[src/rtl/atmega_pcint.sv]
// Pin-change interrupt controller for one 8-bit port with AVR-style PCMSK/PCIFR/PCICR registers.
// Define ATMEGA_PCINT_EDGE_SEL_EN to add the per-pin rising-edge select register PCEDGE.
module atmega_pcint #(
    parameter string                          PLATFORM          = "XILINX",
    parameter int unsigned                    BUS_ADDR_DATA_LEN = 6,
    parameter logic [BUS_ADDR_DATA_LEN-1:0]   PCMSK_ADDR        = BUS_ADDR_DATA_LEN'(3),
    parameter logic [BUS_ADDR_DATA_LEN-1:0]   PCIFR_ADDR        = BUS_ADDR_DATA_LEN'(4),
    parameter logic [BUS_ADDR_DATA_LEN-1:0]   PCICR_ADDR        = BUS_ADDR_DATA_LEN'(5),
    parameter logic [BUS_ADDR_DATA_LEN-1:0]   PCEDGE_ADDR       = BUS_ADDR_DATA_LEN'(6),
    parameter logic [7:0]                     PINMASK           = 8'hFF
) (
    input  logic                         clk,
    input  logic                         rst,
    input  logic [BUS_ADDR_DATA_LEN-1:0] addr,
    input  logic                         wr,
    input  logic                         rd,
    input  logic [7:0]                   bus_in,
    output logic [7:0]                   bus_out,
    input  logic [7:0]                   pins,
    output logic                         int_rq,
    input  logic                         int_ack
);

    localparam int unsigned PORT_W = 8;
    localparam int unsigned ARM_W  = 2;
    localparam logic [ARM_W-1:0] ARM_MAX = ARM_W'(3);

    // Vendor tag carries no logic here; the empty block only keeps the parameter referenced.
    if (PLATFORM == "") begin : g_platform_none
    end

    logic [PORT_W-1:0] sync0;
    logic [PORT_W-1:0] sync1;
    logic [PORT_W-1:0] prev;
    logic [ARM_W-1:0]  arm_cnt;
    logic [PORT_W-1:0] pcmsk;
    logic              pcif;
    logic              pcie;
    logic [PORT_W-1:0] trig;
    logic [PORT_W-1:0] chg;
    logic              armed;
    logic              flag_set;
    logic              flag_clr;
    logic              wr_msk;
    logic              wr_ifr;
    logic              wr_icr;

`ifdef ATMEGA_PCINT_EDGE_SEL_EN
    logic [PORT_W-1:0] pcedge;
    logic              wr_edge;

    assign wr_edge = wr && (addr == PCEDGE_ADDR);
`endif

    assign wr_msk = wr && (addr == PCMSK_ADDR);
    assign wr_ifr = wr && (addr == PCIFR_ADDR);
    assign wr_icr = wr && (addr == PCICR_ADDR);
    assign armed  = (arm_cnt == ARM_MAX);

    // Per-pin trigger: any change, or rising edge only where PCEDGE selects it.
    always_comb begin
        trig = sync1 ^ prev;
`ifdef ATMEGA_PCINT_EDGE_SEL_EN
        trig = ((sync1 ^ prev) & ~pcedge) | ((sync1 & ~prev) & pcedge);
`endif
        chg      = trig & pcmsk & PINMASK;
        flag_set = armed && (chg != '0);
        flag_clr = (wr_ifr && bus_in[0]) || int_ack;
    end

    always_ff @(posedge clk) begin
        if (rst) begin
            sync0   <= '0;
            sync1   <= '0;
            prev    <= '0;
            arm_cnt <= '0;
            pcmsk   <= '0;
            pcif    <= 1'b0;
            pcie    <= 1'b0;
`ifdef ATMEGA_PCINT_EDGE_SEL_EN
            pcedge  <= '0;
`endif
        end else begin
            sync0 <= pins;
            sync1 <= sync0;
            prev  <= sync1;
            // Detection stays off until the synchroniser has been filled from real pad levels.
            if (!armed) begin
                arm_cnt <= arm_cnt + ARM_W'(1);
            end
            if (wr_msk) begin
                pcmsk <= bus_in & PINMASK;
            end
            if (wr_icr) begin
                pcie <= bus_in[0];
            end
`ifdef ATMEGA_PCINT_EDGE_SEL_EN
            if (wr_edge) begin
                pcedge <= bus_in & PINMASK;
            end
`endif
            // A new event beats a simultaneous clear so nothing is lost.
            if (flag_set) begin
                pcif <= 1'b1;
            end else if (flag_clr) begin
                pcif <= 1'b0;
            end
        end
    end

    assign int_rq = pcif & pcie;

    // Read data is zero unless this block is addressed, so it can be OR-ed onto the shared bus.
    always_comb begin
        bus_out = '0;
        if (rd) begin
            if (addr == PCMSK_ADDR) begin
                bus_out = pcmsk;
            end else if (addr == PCIFR_ADDR) begin
                bus_out = {7'b0, pcif};
            end else if (addr == PCICR_ADDR) begin
                bus_out = {7'b0, pcie};
            end else if (addr == PCEDGE_ADDR) begin
`ifdef ATMEGA_PCINT_EDGE_SEL_EN
                bus_out = pcedge;
`else
                bus_out = '0;
`endif
            end
        end
    end

endmodule

[config.mk]
export PLATFORM = sky130hd
export DESIGN_NAME = atmega_pcint
export DESIGN_NICKNAME = d
export VERILOG_FILES = /design/src/rtl/atmega_pcint.sv
export SDC_FILE = /design/constraint.sdc
export NUM_CORES = 1
export LEC_CHECK = 0
export ABC_AREA = 1
export CORE_MARGIN = 2
export CORE_UTILIZATION = 25
export CTS_CLUSTER_DIAMETER = 120
export DETAILED_ROUTE_END_ITERATION = 7
export GPL_ROUTABILITY_DRIVEN = 0
export GPL_TIMING_DRIVEN = 0
export HOLD_SLACK_MARGIN = 0.08
export SLEW_MARGIN = 20
export SYNTH_ARGS = -nofsm -noshare
export SYNTH_HDL_FRONTEND = slang
export SYNTH_SLANG_ARGS = --single-unit
export TNS_END_PERCENT = 30
[constraint.sdc]
create_clock -name clk -period 1.7 [get_ports clk]
set_input_delay 0.34 -clock clk [delete_from_list [all_inputs] [get_ports clk]]
set_output_delay 0.34 -clock clk [all_outputs]
set_load 0.01 [all_outputs]
==> results of run 1 <==
[metrics by stage]
step           power, W  hold slack, ns  TNS [ns]  utilization, %  instance area, um^2
2_1_floorplan  0.000976           0.388         0               -                 1430
3_3_place_gp    0.00106           0.390     -6.34            33.8                 1860
3_5_place_dp    0.00106           0.393     -6.84            33.8                 1860
4_1_cts         0.00169           0.354         0            37.3                 2050
5_1_grt         0.00176           0.379   -0.0589            37.0                 2040
6_report        0.00166           0.366         0            37.0                 2040
[flip-flops by register name, indices dropped and copies added, names as in the netlist]
signal and count:
pcif 1, pcmsk 8, sync0 8, arm_cnt 2
pcie 1, prev 8, sync1 8
[metal layers]
| metal | share of wire [%] | vias up | GRT usage [%] |
|---|---|---|---|
| met1 | 47 | 561 | 12.4 |
| met5 | 0 | - | 0 |
| met3 | 5.2 | 2 | 4.64 |
| li1 | - | 681 | - |
| met2 | 47 | 25 | 18.3 |
| met4 | 0.39 | 0 | 3.10 |
[logic make-up (layout without fill, tap and decap cells)]
family	Yosys count	count (layout)	share of synthesized area, %
buf+inv	55	101	15.0
flops	36	36	50.3
simple gates	82	82	24.6
compound gates	24	24	9.18
fa+ha+maj	1	1	0.874
[area by class of cell]
cell class / instances / area (um^2) / share of cell area (%)
flip-flops and latches: 36 / 721 / 35.4
multi-input cells: 107 / 563 / 27.6
repair buffers: 38 / 353 / 17.3
inverters: 50 / 190 / 9.34
well taps: 72 / 90.1 / 4.42
clock buffers: 6 / 82.6 / 4.05
plain buffers: 5 / 27.5 / 1.35
clock inverters: 2 / 10.0 / 0.491
[synth_stat cells]
master                     instances  area [um^2]
sky130_fd_sc_hd__dfxtp_1          36          721
sky130_fd_sc_hd__nand3_1          12         60.1
sky130_fd_sc_hd__a21oi_2           1         8.76
sky130_fd_sc_hd__nor2_1           31          116
sky130_fd_sc_hd__ha_1              1         12.5
sky130_fd_sc_hd__buf_2             1         5.00
sky130_fd_sc_hd__a21oi_1          10         50.1
sky130_fd_sc_hd__o21ai_0           9         45.0
sky130_fd_sc_hd__nand2_1          27          101
sky130_fd_sc_hd__nor3_2            1         10.0
sky130_fd_sc_hd__or2_2             1         6.26
sky130_fd_sc_hd__buf_6             1         11.3
sky130_fd_sc_hd__nor3_1            7         35.0
sky130_fd_sc_hd__inv_1            50          188
sky130_fd_sc_hd__nor2_2            1         6.26
sky130_fd_sc_hd__clkbuf_1          3         11.3
sky130_fd_sc_hd__o21ai_1           2         10.0
sky130_fd_sc_hd__nand3_2           1         10.0
sky130_fd_sc_hd__nand4_1           1         6.26
sky130_fd_sc_hd__o21ai_2           2         17.5
[worst register-to-register path, cell delays in order, from the launching register on]
cell	delay, ns
sky130_fd_sc_hd__dfxtp_1	0.31
sky130_fd_sc_hd__inv_1	0.06
sky130_fd_sc_hd__nand2_1	0.05
sky130_fd_sc_hd__nand3_1	0.06
sky130_fd_sc_hd__nand2_1	0.06
sky130_fd_sc_hd__nor2_1	0.12
sky130_fd_sc_hd__nand2_1	0.06
sky130_fd_sc_hd__nand2_1	0.05
sky130_fd_sc_hd__a21oi_1	0.05
[worst paths after layout]
kind                       start                   to  slack [ns]
max                      addr[0]           bus_out[4]        0.03
min                      addr[0]    pcie$_SDFFE_PP0P_        0.37
max reg2reg  sync1[2]$_SDFF_PP0_    pcif$_SDFFE_PP0P_        0.75
min reg2reg  sync0[2]$_SDFF_PP0_  sync1[2]$_SDFF_PP0_        0.39
[power by group through the flow]
| stage | Clock [W] | Sequential (W) | Combinational, W |
|---|---|---|---|
| floorplan | 0 | 0.000907 | 0.0000682 |
| global placement | 0 | 0.000909 | 0.000147 |
| detailed placement | 0 | 0.000910 | 0.000150 |
| CTS | 0.000631 | 0.000891 | 0.000166 |
| global route | 0.000683 | 0.000894 | 0.000185 |
| finish | 0.000606 | 0.000891 | 0.000162 |
[timing repair]
action | in CTS | in global routing
gates resized for setup | 64 | 3
buffers inserted | 4 | 0
pin swaps | 9 | 2
endpoints found under the setup margin | 8 | 5
==> impl_summary.md, run 1 <==
STA
The total count of max-transition violations in the final report was 0. The smallest setup slack after layout is 0.0317 ns. Between clock sinks in the finished design, the worst skew comes to 0.00742 ns. Setup repair after global routing could not meet its margin everywhere. In this run the tightest slew margin relative to its limit is 67.8%. Setup violations remaining at the end of the flow were counted as 0. The worst path uses 98.1% of the clock period. The final critical delay including setup and external delays is 1.67 ns. The total count of hold-check failures in the final report came to 0. At the pin with the least slew margin, the transition time is 0.483 ns. The maximum clock frequency is 0.599 GHz.

Power and ir drop
The fraction of power consumed by combinational cells is 9.8%. The net switching power figure is 0.000377 W. The internal power contribution is 0.00128 W. The worst-case IR drop observed on VDD is 0.367 mV. The switching power share of the total is 22.7%. Summed over all cells, the static leakage comes to 0.899 nW. Per report_power, the clock group accounts for 36.5% of the total. The sequential power share is 53.7%. The power per unit of standard cell area is 815 nW/um^2.

CTS
The maximum number of buffers from clock root to sink is 2. TritonCTS built the clock tree. The number of H-tree levels is 2. Clock tree synthesis selected as its root buffer the cell sky130_fd_sc_hd__clkbuf_8.

The clock-pin slew on the worst setup and hold paths is 0.07 ns. The source-to-sink clock delay at the later pin of the worst-skew pair is 0.28 ns. The CTS buffer count is 5. The total number of clock tree sinks is 36. The cts-stage hold buffer count is 0.

Yosys
When the netlist entered floorplanning its net count stood at 226. The unique cell type count in the Yosys netlist is 20. The number of warnings reported in the yosys synthesis log is 0. The number of instances in the synthesized netlist is 198.

In this run, synthesis produced a sequential element count of 36. Each instance of the synthesized netlist takes up on average 7.23 um^2. Sequential elements use 50.3% of the synthesized area. The cell area that synthesis handed to floorplanning was 1430 um^2.

Critical path
The family of cells with the greatest summed delay on the critical path is simple AND/OR/NAND/NOR gates. The endpoint class of the critical path is a primary output. At the worst endpoint, the arrival time is 1.33 ns. The critical path runs through a total of 7 cells. Walking the worst path, the cells encountered are buf_6 -> nand2_4 -> nor3_4 -> nand2_8 -> buf_6 -> nor3_4 -> buf_2. The buffers plus inverters on the worst setup path is 3. The path type of the worst setup path is in2out. The depth of the worst register-to-register path is 8. The slowest stage of the critical path belongs to the cell sky130_fd_sc_hd__nor3_4.

The worst endpoint required time is 1.36 ns. Of all nets on the critical path, the largest fanout is 8. The critical path startpoint category is an input pin. The largest single stage delay on the critical path is 0.28 ns.

Floorplan
The die is 79.7 um wide. The die span in y is 79.7 um. Once the floorplan was initialized, standard cells occupied 26.0% of the core. The count of standard-cell rows is 27. Pin placement for this block handled 36 I/O pins. The total die area is 6350 um^2. The placeable core region is 5510 um^2.

Cells and area
The library cell used most frequently in the layout, excluding fill and tap cells, is sky130_fd_sc_hd__inv_1. The net count of the finished layout is 271. Relative to the synthesized area, the layout overhead comes to 42.3%.

The finished layout holds 316 standard cells, fillers aside. The number of fill cells is 571. The post-route netlist has 16.4% of its cells at a drive strength greater than 1.

The total inserted antenna cells is 0. Leaving out fill and tap cells, the most frequent cells in the layout are sky130_fd_sc_hd__inv_1 (49), sky130_fd_sc_hd__dfxtp_1 (36), sky130_fd_sc_hd__nor2_1 (29), sky130_fd_sc_hd__nand2_1 (25), sky130_fd_sc_hd__clkdlybuf4s50_1 (19).

Global route
The number of global-route vias before repair was 1207. The initial antenna violation count is 0. The leftover overflow at the end of global routing is 0. Global routing used 10.8% of the available tracks. Entering global routing, the biggest net connects 12 pins. The first global-routing pass estimated 5.23 mm of wire.

Run status
The flow ran to the end, and the final reports show no timing, DRC or antenna violations.

Detailed routing
The routed layout has 1269 vias. The first detailed-routing pass took 4 iterations. Dividing the detail-routed wire length by the instance count gives 9.65 um. In this run the remaining antenna-violating nets after routing total 0. The sum of routed wire length over all layers is 3.05 mm. After detailed routing, the number of remaining DRC violations is 0.

The vias per cell is 4.02. The detailed router's first-iteration violation count is 59.

Worst hold path
The tightest min-delay check is of the in2reg type. Counting instances, the worst hold path has a depth of 3.

Placed design
Detailed placement finished with a half-perimeter wire length of 2.23 mm. Prior to clock tree synthesis, the placed netlist has a worst setup slack of -0.889 ns. The number of instances in the placed design is 304. The number of I/O port buffers is 34.

Flow run
The reported max-cap violation count is 0.
Power figures use the tool's default switching activity.
==> run 2, diff against run 1 <==
Settings changed: CTS_CLUSTER_DIAMETER 120 to not set.
==> results of run 2 <==
No change in the layout: final DEF, timing and power equal those of run 1.
